## src/rtl/read_op_scheduler_if.sv

```systemverilog
// Host request/response and flash pin bundle for read_op_scheduler.
interface read_op_scheduler_if;
  logic [2:0]  req;
  logic [2:0]  ack;
  logic        err;
  logic        busy;
  logic [31:0] rd_data;
  logic [7:0]  io_out;
  logic        io_oe;
  logic [7:0]  io_in;
  logic        ce_n;
  logic        cle;
  logic        ale;
  logic        we_n;
  logic        re_n;
  logic        rb_n;

  // Scheduler side: drives flash strobes and host responses.
  modport master (
    input  req, io_in, rb_n,
    output ack, err, busy, rd_data, io_out, io_oe, ce_n, cle, ale, we_n, re_n
  );

  // Host/flash side: drives requests and flash responses.
  modport slave (
    output req, io_in, rb_n,
    input  ack, err, busy, rd_data, io_out, io_oe, ce_n, cle, ale, we_n, re_n
  );
endinterface

```

## src/rtl/read_op_scheduler.sv

```systemverilog
// Schedules RESET / READ ID / READ STATUS operations onto a NAND-style
// flash bus: command cycle, optional address cycle, tWHR wait, then either
// data reads or a ready/busy wait. All outputs are registered.
module read_op_scheduler #(
  parameter int unsigned HALF_CYC   = 2,
  parameter int unsigned WHR_CYC    = 12,
  parameter int unsigned RB_TIMEOUT = 65535
) (
  input  logic                  clk,
  input  logic                  reset,
  read_op_scheduler_if.master   bus
);

  localparam int unsigned BUS_CYC = 2 * HALF_CYC;
  localparam int unsigned MAX_A   = (BUS_CYC > WHR_CYC) ? BUS_CYC : WHR_CYC;
  localparam int unsigned CMAX    = (MAX_A > RB_TIMEOUT) ? MAX_A : RB_TIMEOUT;
  localparam int unsigned CW      = $clog2(CMAX + 1);

  localparam logic [CW-1:0] HALF     = CW'(HALF_CYC);
  localparam logic [CW-1:0] LOW_LAST = CW'(HALF_CYC - 1);
  localparam logic [CW-1:0] BUS_LAST = CW'(BUS_CYC - 1);
  localparam logic [CW-1:0] WHR_LAST = CW'(WHR_CYC - 1);
  localparam logic [CW-1:0] RB_LAST  = CW'(RB_TIMEOUT - 1);

  typedef enum logic [2:0] {
    S_IDLE, S_CMD, S_ADDR, S_WHR, S_READ, S_WAIT_RB, S_DONE
  } state_t;

  state_t        state_q, state_d;
  logic [CW-1:0] cnt_q, cnt_d;
  logic [1:0]    cyc_q, cyc_d;
  logic [2:0]    grant_q, grant_d;
  logic [2:0]    pend_q, pend_d;
  logic [31:0]   buf_q, buf_d;
  logic [31:0]   rd_data_q, rd_data_d;
  logic [2:0]    ack_q, ack_d;
  logic          err_q, err_d;
  logic          busy_q, busy_d;
  logic [7:0]    io_out_q, io_out_d;
  logic          io_oe_q, io_oe_d;
  logic          ce_n_q, ce_n_d;
  logic          cle_q, cle_d;
  logic          ale_q, ale_d;
  logic          we_n_q, we_n_d;
  logic          re_n_q, re_n_d;
  logic          rb_s1_q, rb_s2_q;

  logic [2:0]    clr;
  logic          timeout;
  logic          low_ph;
  logic [1:0]    last_cyc;
  logic [7:0]    opcode;

  // Next-state, counters, capture and registered-output values.
  always_comb begin
    state_d  = state_q;
    cnt_d    = cnt_q;
    cyc_d    = cyc_q;
    grant_d  = grant_q;
    buf_d    = buf_q;
    clr      = '0;
    timeout  = 1'b0;
    last_cyc = grant_q[1] ? 2'd3 : 2'd0;

    case (state_q)
      S_IDLE: begin
        if (|pend_q) begin
          grant_d = pend_q[0] ? 3'b001 : (pend_q[1] ? 3'b010 : 3'b100);
          clr     = grant_d;
          buf_d   = '0;
          cnt_d   = '0;
          cyc_d   = '0;
          state_d = S_CMD;
        end
      end
      S_CMD: begin
        if (cnt_q == BUS_LAST) begin
          cnt_d   = '0;
          state_d = grant_q[1] ? S_ADDR : S_WHR;
        end else begin
          cnt_d = cnt_q + CW'(1);
        end
      end
      S_ADDR: begin
        if (cnt_q == BUS_LAST) begin
          cnt_d   = '0;
          state_d = S_WHR;
        end else begin
          cnt_d = cnt_q + CW'(1);
        end
      end
      S_WHR: begin
        if (cnt_q == WHR_LAST) begin
          cnt_d   = '0;
          state_d = grant_q[0] ? S_WAIT_RB : S_READ;
        end else begin
          cnt_d = cnt_q + CW'(1);
        end
      end
      S_READ: begin
        if (cnt_q == LOW_LAST) begin
          buf_d[{cyc_q, 3'b000} +: 8] = bus.io_in;
        end
        if (cnt_q == BUS_LAST) begin
          cnt_d = '0;
          if (cyc_q == last_cyc) begin
            state_d = S_DONE;
          end else begin
            cyc_d = cyc_q + 2'd1;
          end
        end else begin
          cnt_d = cnt_q + CW'(1);
        end
      end
      S_WAIT_RB: begin
        if (rb_s2_q) begin
          state_d = S_DONE;
        end else if (cnt_q == RB_LAST) begin
          state_d = S_DONE;
          timeout = 1'b1;
        end else begin
          cnt_d = cnt_q + CW'(1);
        end
      end
      S_DONE: begin
        state_d = S_IDLE;
      end
      default: begin
        state_d = S_IDLE;
      end
    endcase

    // A new pulse wins over the grant-clear of the same clock.
    pend_d = (pend_q & ~clr) | bus.req;

    opcode = grant_d[0] ? 8'hFF : (grant_d[1] ? 8'h90 : 8'h70);
    low_ph = (cnt_d < HALF);

    // Outputs are derived from next-state values so they line up with the state.
    ce_n_d    = (state_d == S_IDLE);
    cle_d     = (state_d == S_CMD);
    ale_d     = (state_d == S_ADDR);
    io_oe_d   = (state_d == S_CMD) || (state_d == S_ADDR);
    io_out_d  = (state_d == S_CMD) ? opcode : 8'h00;
    we_n_d    = !(io_oe_d && low_ph);
    re_n_d    = !((state_d == S_READ) && low_ph);
    ack_d     = (state_d == S_DONE) ? grant_d : 3'b000;
    err_d     = timeout;
    rd_data_d = (state_d == S_DONE) ? buf_d : rd_data_q;
    // IDLE with work already pending counts as busy, so queued ops show no gap.
    busy_d    = (state_d != S_IDLE) || (|pend_d);
  end

  // State, datapath and output registers with asynchronous reset.
  always_ff @(posedge clk or negedge reset) begin
    if (!reset) begin
      state_q   <= S_IDLE;
      cnt_q     <= '0;
      cyc_q     <= '0;
      grant_q   <= '0;
      pend_q    <= '0;
      buf_q     <= '0;
      rd_data_q <= '0;
      ack_q     <= '0;
      err_q     <= 1'b0;
      busy_q    <= 1'b0;
      io_out_q  <= '0;
      io_oe_q   <= 1'b0;
      ce_n_q    <= 1'b1;
      cle_q     <= 1'b0;
      ale_q     <= 1'b0;
      we_n_q    <= 1'b1;
      re_n_q    <= 1'b1;
      rb_s1_q   <= 1'b0;
      rb_s2_q   <= 1'b0;
    end else begin
      state_q   <= state_d;
      cnt_q     <= cnt_d;
      cyc_q     <= cyc_d;
      grant_q   <= grant_d;
      pend_q    <= pend_d;
      buf_q     <= buf_d;
      rd_data_q <= rd_data_d;
      ack_q     <= ack_d;
      err_q     <= err_d;
      busy_q    <= busy_d;
      io_out_q  <= io_out_d;
      io_oe_q   <= io_oe_d;
      ce_n_q    <= ce_n_d;
      cle_q     <= cle_d;
      ale_q     <= ale_d;
      we_n_q    <= we_n_d;
      re_n_q    <= re_n_d;
      rb_s1_q   <= bus.rb_n;
      rb_s2_q   <= rb_s1_q;
    end
  end

  assign bus.ack     = ack_q;
  assign bus.err     = err_q;
  assign bus.busy    = busy_q;
  assign bus.rd_data = rd_data_q;
  assign bus.io_out  = io_out_q;
  assign bus.io_oe   = io_oe_q;
  assign bus.ce_n    = ce_n_q;
  assign bus.cle     = cle_q;
  assign bus.ale     = ale_q;
  assign bus.we_n    = we_n_q;
  assign bus.re_n    = re_n_q;

endmodule

```

## src/flat_wrapper.sv

```systemverilog
// flat-port wrapper written by rule: the top's interface ports become plain ports
module read_op_scheduler_flat 
#(
  parameter int unsigned HALF_CYC   = 2,
  parameter int unsigned WHR_CYC    = 12,
  parameter int unsigned RB_TIMEOUT = 65535
)
  (clk, reset, bus_req, bus_io_in, bus_rb_n, bus_ack, bus_err, bus_busy, bus_rd_data, bus_io_out, bus_io_oe, bus_ce_n, bus_cle, bus_ale, bus_we_n, bus_re_n);
  read_op_scheduler_if bus_i ();
  input  logic clk;
  input  logic reset;
  input wire logic [$bits(bus_i.req)-1:0] bus_req;
  input wire logic [$bits(bus_i.io_in)-1:0] bus_io_in;
  input wire logic [$bits(bus_i.rb_n)-1:0] bus_rb_n;
  output wire logic [$bits(bus_i.ack)-1:0] bus_ack;
  output wire logic [$bits(bus_i.err)-1:0] bus_err;
  output wire logic [$bits(bus_i.busy)-1:0] bus_busy;
  output wire logic [$bits(bus_i.rd_data)-1:0] bus_rd_data;
  output wire logic [$bits(bus_i.io_out)-1:0] bus_io_out;
  output wire logic [$bits(bus_i.io_oe)-1:0] bus_io_oe;
  output wire logic [$bits(bus_i.ce_n)-1:0] bus_ce_n;
  output wire logic [$bits(bus_i.cle)-1:0] bus_cle;
  output wire logic [$bits(bus_i.ale)-1:0] bus_ale;
  output wire logic [$bits(bus_i.we_n)-1:0] bus_we_n;
  output wire logic [$bits(bus_i.re_n)-1:0] bus_re_n;
  assign bus_i.req = bus_req;
  assign bus_i.io_in = bus_io_in;
  assign bus_i.rb_n = bus_rb_n;
  assign bus_ack = bus_i.ack;
  assign bus_err = bus_i.err;
  assign bus_busy = bus_i.busy;
  assign bus_rd_data = bus_i.rd_data;
  assign bus_io_out = bus_i.io_out;
  assign bus_io_oe = bus_i.io_oe;
  assign bus_ce_n = bus_i.ce_n;
  assign bus_cle = bus_i.cle;
  assign bus_ale = bus_i.ale;
  assign bus_we_n = bus_i.we_n;
  assign bus_re_n = bus_i.re_n;
  read_op_scheduler #(.HALF_CYC(HALF_CYC), .WHR_CYC(WHR_CYC), .RB_TIMEOUT(RB_TIMEOUT)) u_core (.clk(clk), .reset(reset), .bus(bus_i));
endmodule
```

## config.mk

```make
export PLATFORM = sky130hd
export DESIGN_NAME = read_op_scheduler_flat
export DESIGN_NICKNAME = d
export VERILOG_FILES = /design/src/rtl/read_op_scheduler_if.sv /design/src/rtl/read_op_scheduler.sv /design/src/flat_wrapper.sv
export SDC_FILE = /design/constraint.sdc
export NUM_CORES = 1
export LEC_CHECK = 0
export CAP_MARGIN = 20
export CORE_MARGIN = 2
export CORE_UTILIZATION = 50
export DETAILED_ROUTE_END_ITERATION = 16
export PLACE_DENSITY = 0.78
export SLEW_MARGIN = 20
export SYNTH_ARGS = -nofsm -noshare
export SYNTH_HDL_FRONTEND = slang
export SYNTH_SLANG_ARGS = --single-unit
```

## constraint.sdc

```tcl
create_clock -name clk -period 3.6 [get_ports clk]
set_clock_uncertainty 0.15 [all_clocks]
set_input_delay 0.72 -clock clk [delete_from_list [all_inputs] [get_ports clk]]
set_output_delay 0.72 -clock clk [all_outputs]
set_load 0.05 [all_outputs]
```

==> impl_metrics.tcl, run 1 <==
set metrics [dict create \
    outcome "finished clean" \
    die_w_um 105 \
    setup-tns-final_ns 0 \
    h-tree-depth 3 \
    cts_inserted_buffers 9 \
    ant_nets 0 \
    setup_viol_count_final 0 \
    post-dp-hpwl_um 8320 \
    synthSimpleGateAreaFrac_pct 23.0 \
    rsz0062_at_grt "false" \
    grt_max_degree 58 \
    synth_cell_types 63 \
    synth_compound_area_share_pct 16.4 \
    gp_congestion 0.907 \
    irDropWorstVdd_v 0.000309 \
    grt_util_all_layers_pct 23.1 \
    via_per_inst 5.78 \
    drt_iter0_drc 273 \
    timing.hold.ws_ns 0.216 \
    start_util_pct 51.8 \
    antenna_found_initial 0 \
    route.vias.total 4111 \
    synth-seq-cells 107 \
    drt_wl_total_um 11900 \
    clk_latency_ns 0.38 \
    grt_first_pass_wirelength_um 20300 \
    crit_fanout 12 \
    ys_warn_count 0 \
    seqCellArea_sq_mm 0.00268 \
    slew_viol_final 0 \
    cts_resized 0 \
    final_cell_area_sq_mm 0.00605 \
    wl_per_cell_um 16.8 \
    grt_pass1_vias 3955 \
    leakage_nw 2.58 \
    start_kind "register" \
    avgSynthCellArea_sq_um 9.75 \
    cap_violations 0 \
    cts_buffer_depth 2 \
    tightest_slew_ns 0.734 \
    netlist_instances 522 \
    synthAdderAreaFrac_pct 1.97 \
    nets 595 \
    synth.area.mux_share_pct 1.25 \
    crit_type "reg2reg" \
    end_kind "register" \
    core_sq_mm 0.00982 \
    synthXorXnorAreaFrac_pct 0.688 \
    synth_edf_count 0 \
    placed_area_sq_mm 0.00583 \
    fp.dieH_um 105 \
    synthArstFlopShare_pct 100 \
    finalCritPeriodShare_pct 85.7 \
    clkTransAtPathRegs_ns 0.11 \
    port_buffers 64 \
    final_layout_size_suffix_gt1_share_pct 9.17 \
    io_pins 65 \
    post_cts_buffers 0 \
    yosys_most_used_dff "dfrtp_1" \
    cts_tree "built" \
    ys_seq_area_share_pct 52.7 \
    diodes 0 \
    crit_required_ns 3.74 \
    multiInputGateArea_sq_mm 0.00221 \
    synth_area_sq_mm 0.00509 \
    clockRootBuffer "clkbuf_8" \
    ctsHoldBuffers 0 \
    firstDrtPassIters 5 \
    hold_viol 0 \
    relSlewSlack_pct 51.1 \
    die_area_sq_mm 0.0110 \
    fill_cells 829 \
    final_util_pct 61.6 \
    cellPowerDensity_mw_per_mm2 671 \
    clock.fmax_ghz 0.324 \
    drc 0 \
    hold_path_class "in2async" \
    min_period_ns 3.08 \
    num_rows 36 \
    area_delta_synth_final_pct 18.9 \
    cp.arrival_ns 3.23 \
    synth_nets 544 \
    synth_top_family_by_area "simple AND/OR/NAND/NOR gates" \
    cts_sinks 107 \
    grt_overflow 0 \
]
## placed cells by master, fill, tap and decap left out, drive strengths merged, types with 4 or more instances in the layout
| cell | synthesis | layout |
|---|---|---|
| nand4 | 6 | 6 |
| a22o | 25 | 25 |
| or2 | 5 | 5 |
| o21ai | 28 | 28 |
| nor3 | 10 | 10 |
| ha | 8 | 8 |
| nor4 | 11 | 11 |
| nor2b | 6 | 6 |
| o31ai | 10 | 10 |
| nand3 | 15 | 15 |
| nor3b | 5 | 5 |
| clkbuf | 22 | 9 |
| buf | 12 | 11 |
| a22oi | 6 | 6 |
| nand2b | 7 | 7 |
| a21oi | 17 | 17 |
| clkdlybuf4s50 | 0 | 63 |
| nor2 | 36 | 36 |
| a21o | 5 | 5 |
| or4 | 4 | 4 |
| dfrtp | 104 | 104 |
| inv | 11 | 15 |
| o22ai | 5 | 5 |
| nand2 | 112 | 112 |
| and3 | 4 | 4 |
## per-stage QoR
step / cells / setup slack, ns / total power [mW]
2_1_floorplan: 522 / 1.03 / 2.75
3_3_place_gp: 695 / 0.588 / 3.23
3_5_place_dp: 695 / 0.576 / 3.26
4_1_cts: 711 / 0.543 / 4.08
5_1_grt: 711 / 0.310 / 4.29
6_report: 711 / 0.516 / 4.06
## where the power goes
part           internal [mW]  leakage, nW  switching (mW)
clock network          0.348        0.114           0.469
logic                  0.581         1.17            1.13
registers               1.39         1.29           0.140
## final timing paths
| check | startpoint | to | slack, ns | cells after the start |
|---|---|---|---|---|
| max in group asynchronous | reset | u_core.buf_q[7] | 2.37 | 2 |
| setup reg to reg | u_core.cnt_q[10] | u_core.bus.re_n | 0.52 | 8 |
| hold reg to reg | u_core.rb_s1_q | u_core.rb_s2_q | 0.22 | 0 |
| hold / removal | reset | u_core.cnt_q[9] | 0.22 | 1 |
| min in group clk | u_core.rb_s1_q | u_core.rb_s2_q | 0.22 | 0 |
| setup / recovery | u_core.cnt_q[10] | u_core.bus.re_n | 0.52 | 8 |
## cell type report
cell class	count	area share [%]
inverters	11	0.682
multi-input cells	370	36.5
well taps	133	2.75
clock inverters	7	1.69
flip-flops and latches	107	44.3
repair buffers	74	12.0
clock buffers	9	2.05
## flip-flops by register name, indices dropped and copies added, names as in the netlist
register / count
u_core.bus.io_oe: 1
u_core.rb_s2_q: 1
u_core.rb_s1_q: 1
u_core.state_q: 3
u_core.bus.busy: 1
u_core.bus.err: 1
u_core.pend_q: 3
u_core.cnt_q: 16
u_core.bus.we_n: 1
u_core.bus.rd_data: 32
u_core.bus.io_out: 4
u_core.buf_q: 32
u_core.bus.ack: 3
u_core.bus.ale: 1
u_core.cyc_q: 2
u_core.grant_q: 3
u_core.bus.re_n: 1
u_core.bus.ce_n: 1
## cells in the mapped netlist, types with 3 or more instances
library cell	n	area share (%)
buf_4	5	0.74
and3_1	4	0.49
ha_1	8	2.0
a21oi_1	17	1.7
and2_1	3	0.37
o21ai_1	5	0.49
or4_1	3	0.44
nand3_1	14	1.4
and4_1	3	0.52
a22oi_1	6	0.88
o21ai_0	21	2.1
o22ai_1	5	0.61
a22o_1	25	4.3
or2_2	4	0.49
nand4b_1	3	0.52
dfstp_2	3	1.5
nand2b_1	7	0.86
xnor2_1	3	0.52
nor3_1	10	0.98
mux2i_1	3	0.59
nand2_1	112	8.3
inv_1	10	0.74
a21o_1	5	0.74
nand4_1	6	0.74
dfrtp_1	104	51
o41ai_1	3	0.52
o31ai_1	10	1.5
buf_2	6	0.59
clkbuf_1	22	1.6
nor4_4	3	1.3
nor3b_1	4	0.59
nor2_1	36	2.7
nor4_1	6	0.74
mux2_2	3	0.66
nor2b_1	6	0.74
## per-layer routing
metal  part of all wire (%)  GRT usage, %  vias to the layer above
met2                     46          35.2                      155
met5                      0             0                        -
li1                       -             -                     1943
met3                    6.5          4.37                       21
met1                     45          33.1                     1992
met4                    1.9          8.57                        0
## worst max-delay path: stages (launching register included)
cell and delay, ns:
dfrtp_1 0.51, or4_4 0.57, nor4_4 0.33, o2111ai_2 0.28
nand3_2 0.27, nor2_1 0.08, a211o_1 0.30, nor4_2 0.35
nand4b_1 0.14
## cell families after synthesis
group | count (synthesis)
XOR/XNOR | 4
flip-flops | 107
adder cells (fa/ha/maj) | 8
buffers and inverters | 45
multiplexers | 6
AO/OA/AOI/OAI | 118
AND/OR/NAND/NOR | 234
(Power assumes the default switching activity.)
==> run 2: changes to the inputs <==
--- a/config.mk
+++ b/config.mk
@@ -7,9 +7,9 @@
 export LEC_CHECK = 0
 export CAP_MARGIN = 20
 export CORE_MARGIN = 2
-export CORE_UTILIZATION = 50
+export CORE_UTILIZATION = 45
 export DETAILED_ROUTE_END_ITERATION = 16
-export PLACE_DENSITY = 0.78
+export PLACE_DENSITY = 0.72
 export SLEW_MARGIN = 20
 export SYNTH_ARGS = -nofsm -noshare
 export SYNTH_HDL_FRONTEND = slang
==> run 2 against run 1 <==
  * Wire length grew 4.1%
  * Cell area grew 1.3%
  * Sequential share of layout area shrank 0.55 points
  * Non-clock buffer count grew 2
  * Final cell count grew 1.3%
  * Critical path type unchanged
  * Critical endpoint unchanged
  * Largest cell class unchanged
  * Largest power group unchanged
==> impl_metrics.tcl, run 2 (synthesis gave the netlist of run 1 again) <==
set metrics [dict create \
    timing.hold.ws_ns 0.204 \
    leakage_nw 2.61 \
    outcome "finished clean" \
    clockRootBuffer "clkbuf_16" \
    grt_util_all_layers_pct 21.9 \
    r2r_slack_ns 0.56 \
    start_util_pct 46.5 \
    die_area_sq_mm 0.0122 \
    drt_wl_total_um 12400 \
    setup_viol_count_final 0 \
    grt_first_pass_wirelength_um 20200 \
    min_period_ns 3.04 \
    io_pins 65 \
    clk_latency_ns 0.36 \
    h-tree-depth 3 \
    cts_resized 0 \
    finalCritPeriodShare_pct 84.5 \
    cts_buffer_depth 2 \
    clkTransAtPathRegs_ns 0.08 \
    relSlewSlack_pct 47.3 \
    num_rows 38 \
    wl_per_cell_um 17.2 \
    antenna_found_initial 0 \
    r2r-start "u_core.cnt_q[10]" \
    r2r_end "u_core.bus.re_n" \
    ctsHoldBuffers 0 \
    cellPowerDensity_mw_per_mm2 685 \
    port_buffers 64 \
    via_per_inst 5.74 \
    cts_tree "built" \
    rsz0062_at_grt "false" \
    final_common_cell "nand2_1" \
    grt_max_degree 87 \
    gp_congestion 0.897 \
    crit_type "reg2reg" \
    tightest_slew_ns 0.790 \
    core_sq_mm 0.0109 \
    setup-tns-final_ns 0 \
    slew_viol_final 0 \
    die_w_um 110 \
    hold_viol 0 \
    area_delta_synth_final_pct 20.4 \
    end_kind "register" \
    gr-usage-met3_pct 3.88 \
    grt_pass1_vias 3953 \
    ant_nets 0 \
    p_total_mw 4.20 \
    nets 597 \
    hold_path_class "reg2reg" \
    fp.dieH_um 110 \
    cap_violations 0 \
    globalRouteMet2Util_pct 33.2 \
    grt_overflow 0 \
    cts_sinks 107 \
    diodes 0 \
    drt_iter0_drc 314 \
    crit_path_start "u_core.cnt_q[10]" \
    layout_common_cells "nand2_1, dfrtp_1, clkdlybuf4s50_1" \
    start_kind "register" \
    r2r_cells 8 \
    grt-busiest-layer "met2" \
    crit_end "u_core.bus.re_n" \
    clock.fmax_ghz 0.329 \
    post_cts_buffers 0 \
    crit_required_ns 3.74 \
    post-dp-hpwl_um 8690 \
    drc 0 \
    route.vias.total 4130 \
    firstDrtPassIters 4 \
    crit_fanout 10 \
    cp.arrival_ns 3.18 \
    cts_inserted_buffers 9 \
    final_util_pct 56.1 \
    final_layout_size_suffix_gt1_share_pct 9.48 \
    grt_use_met1_pct 31.9 \
    irDropWorstVdd_v 0.000380 \
]
run 2: cell types whose count changed in the layout (fill, tap and decap cells not counted), moves of 2 or more:
cell       delta
buf_4         +2
clkinv_2      +2
clkbuf_8      -9
clkbuf_16     +9
run 2: area by class of cell:
class,instances,area (sq um)
Inverter,11,41.3
Tap cell,140,175
Sequential cell,107,2680
Clock inverter,7,62.6
Fill cell,944,4810
Clock buffer,9,225
Timing Repair Buffer,76,732
Multi-Input combinational cell,370,2210
run 2: metal layers:
| layer | vias to the layer above | wire, um | share of wire, % |
|---|---|---|---|
| met2 | 123 | 5840 | 47 |
| met1 | 2040 | 5720 | 46 |
| li1 | 1946 | - | - |
| met4 | 0 | 221 | 1.8 |
| met5 | - | 0 | 0 |
| met3 | 21 | 626 | 5.0 |
run 2: stage by stage:
step	instance area (sq um)	std cells	worst slack [ns]
floorplan	5090	522	1.03
detailed placement	5840	704	0.624
finish	6130	720	0.558
CTS	6130	720	0.606
global placement	5840	704	0.569
global route	6130	720	0.369
run 2: critical path, stage by stage (launching register included):
cell	delay, ns
dfrtp_1	0.56
nand4_1	0.25
nor4_2	0.41
a31oi_1	0.30
o21ai_2	0.47
inv_1	0.13
a311oi_1	0.46
nor4_2	0.12
nand4b_1	0.12
run 2: how the worst min path moves through the flow:
stage	from	end	slack [ns]	depth (start not counted)
after floorplan	u_core.rb_s1_q	u_core.rb_s2_q	0.18	0
after CTS	u_core.rb_s1_q	u_core.rb_s2_q	0.21	0
after global routing	u_core.rb_s1_q	u_core.rb_s2_q	0.22	0
after detailed placement	u_core.rb_s1_q	u_core.rb_s2_q	0.19	0
after global placement	u_core.rb_s1_q	u_core.rb_s2_q	0.18	0
final	u_core.rb_s1_q	u_core.rb_s2_q	0.20	0
run 2: report_power, final:
part / total [mW] / internal [mW] / switching [mW]
clock: 0.964 / 0.482 / 0.482
sequential: 1.57 / 1.39 / 0.182
combinational: 1.66 / 0.569 / 1.10
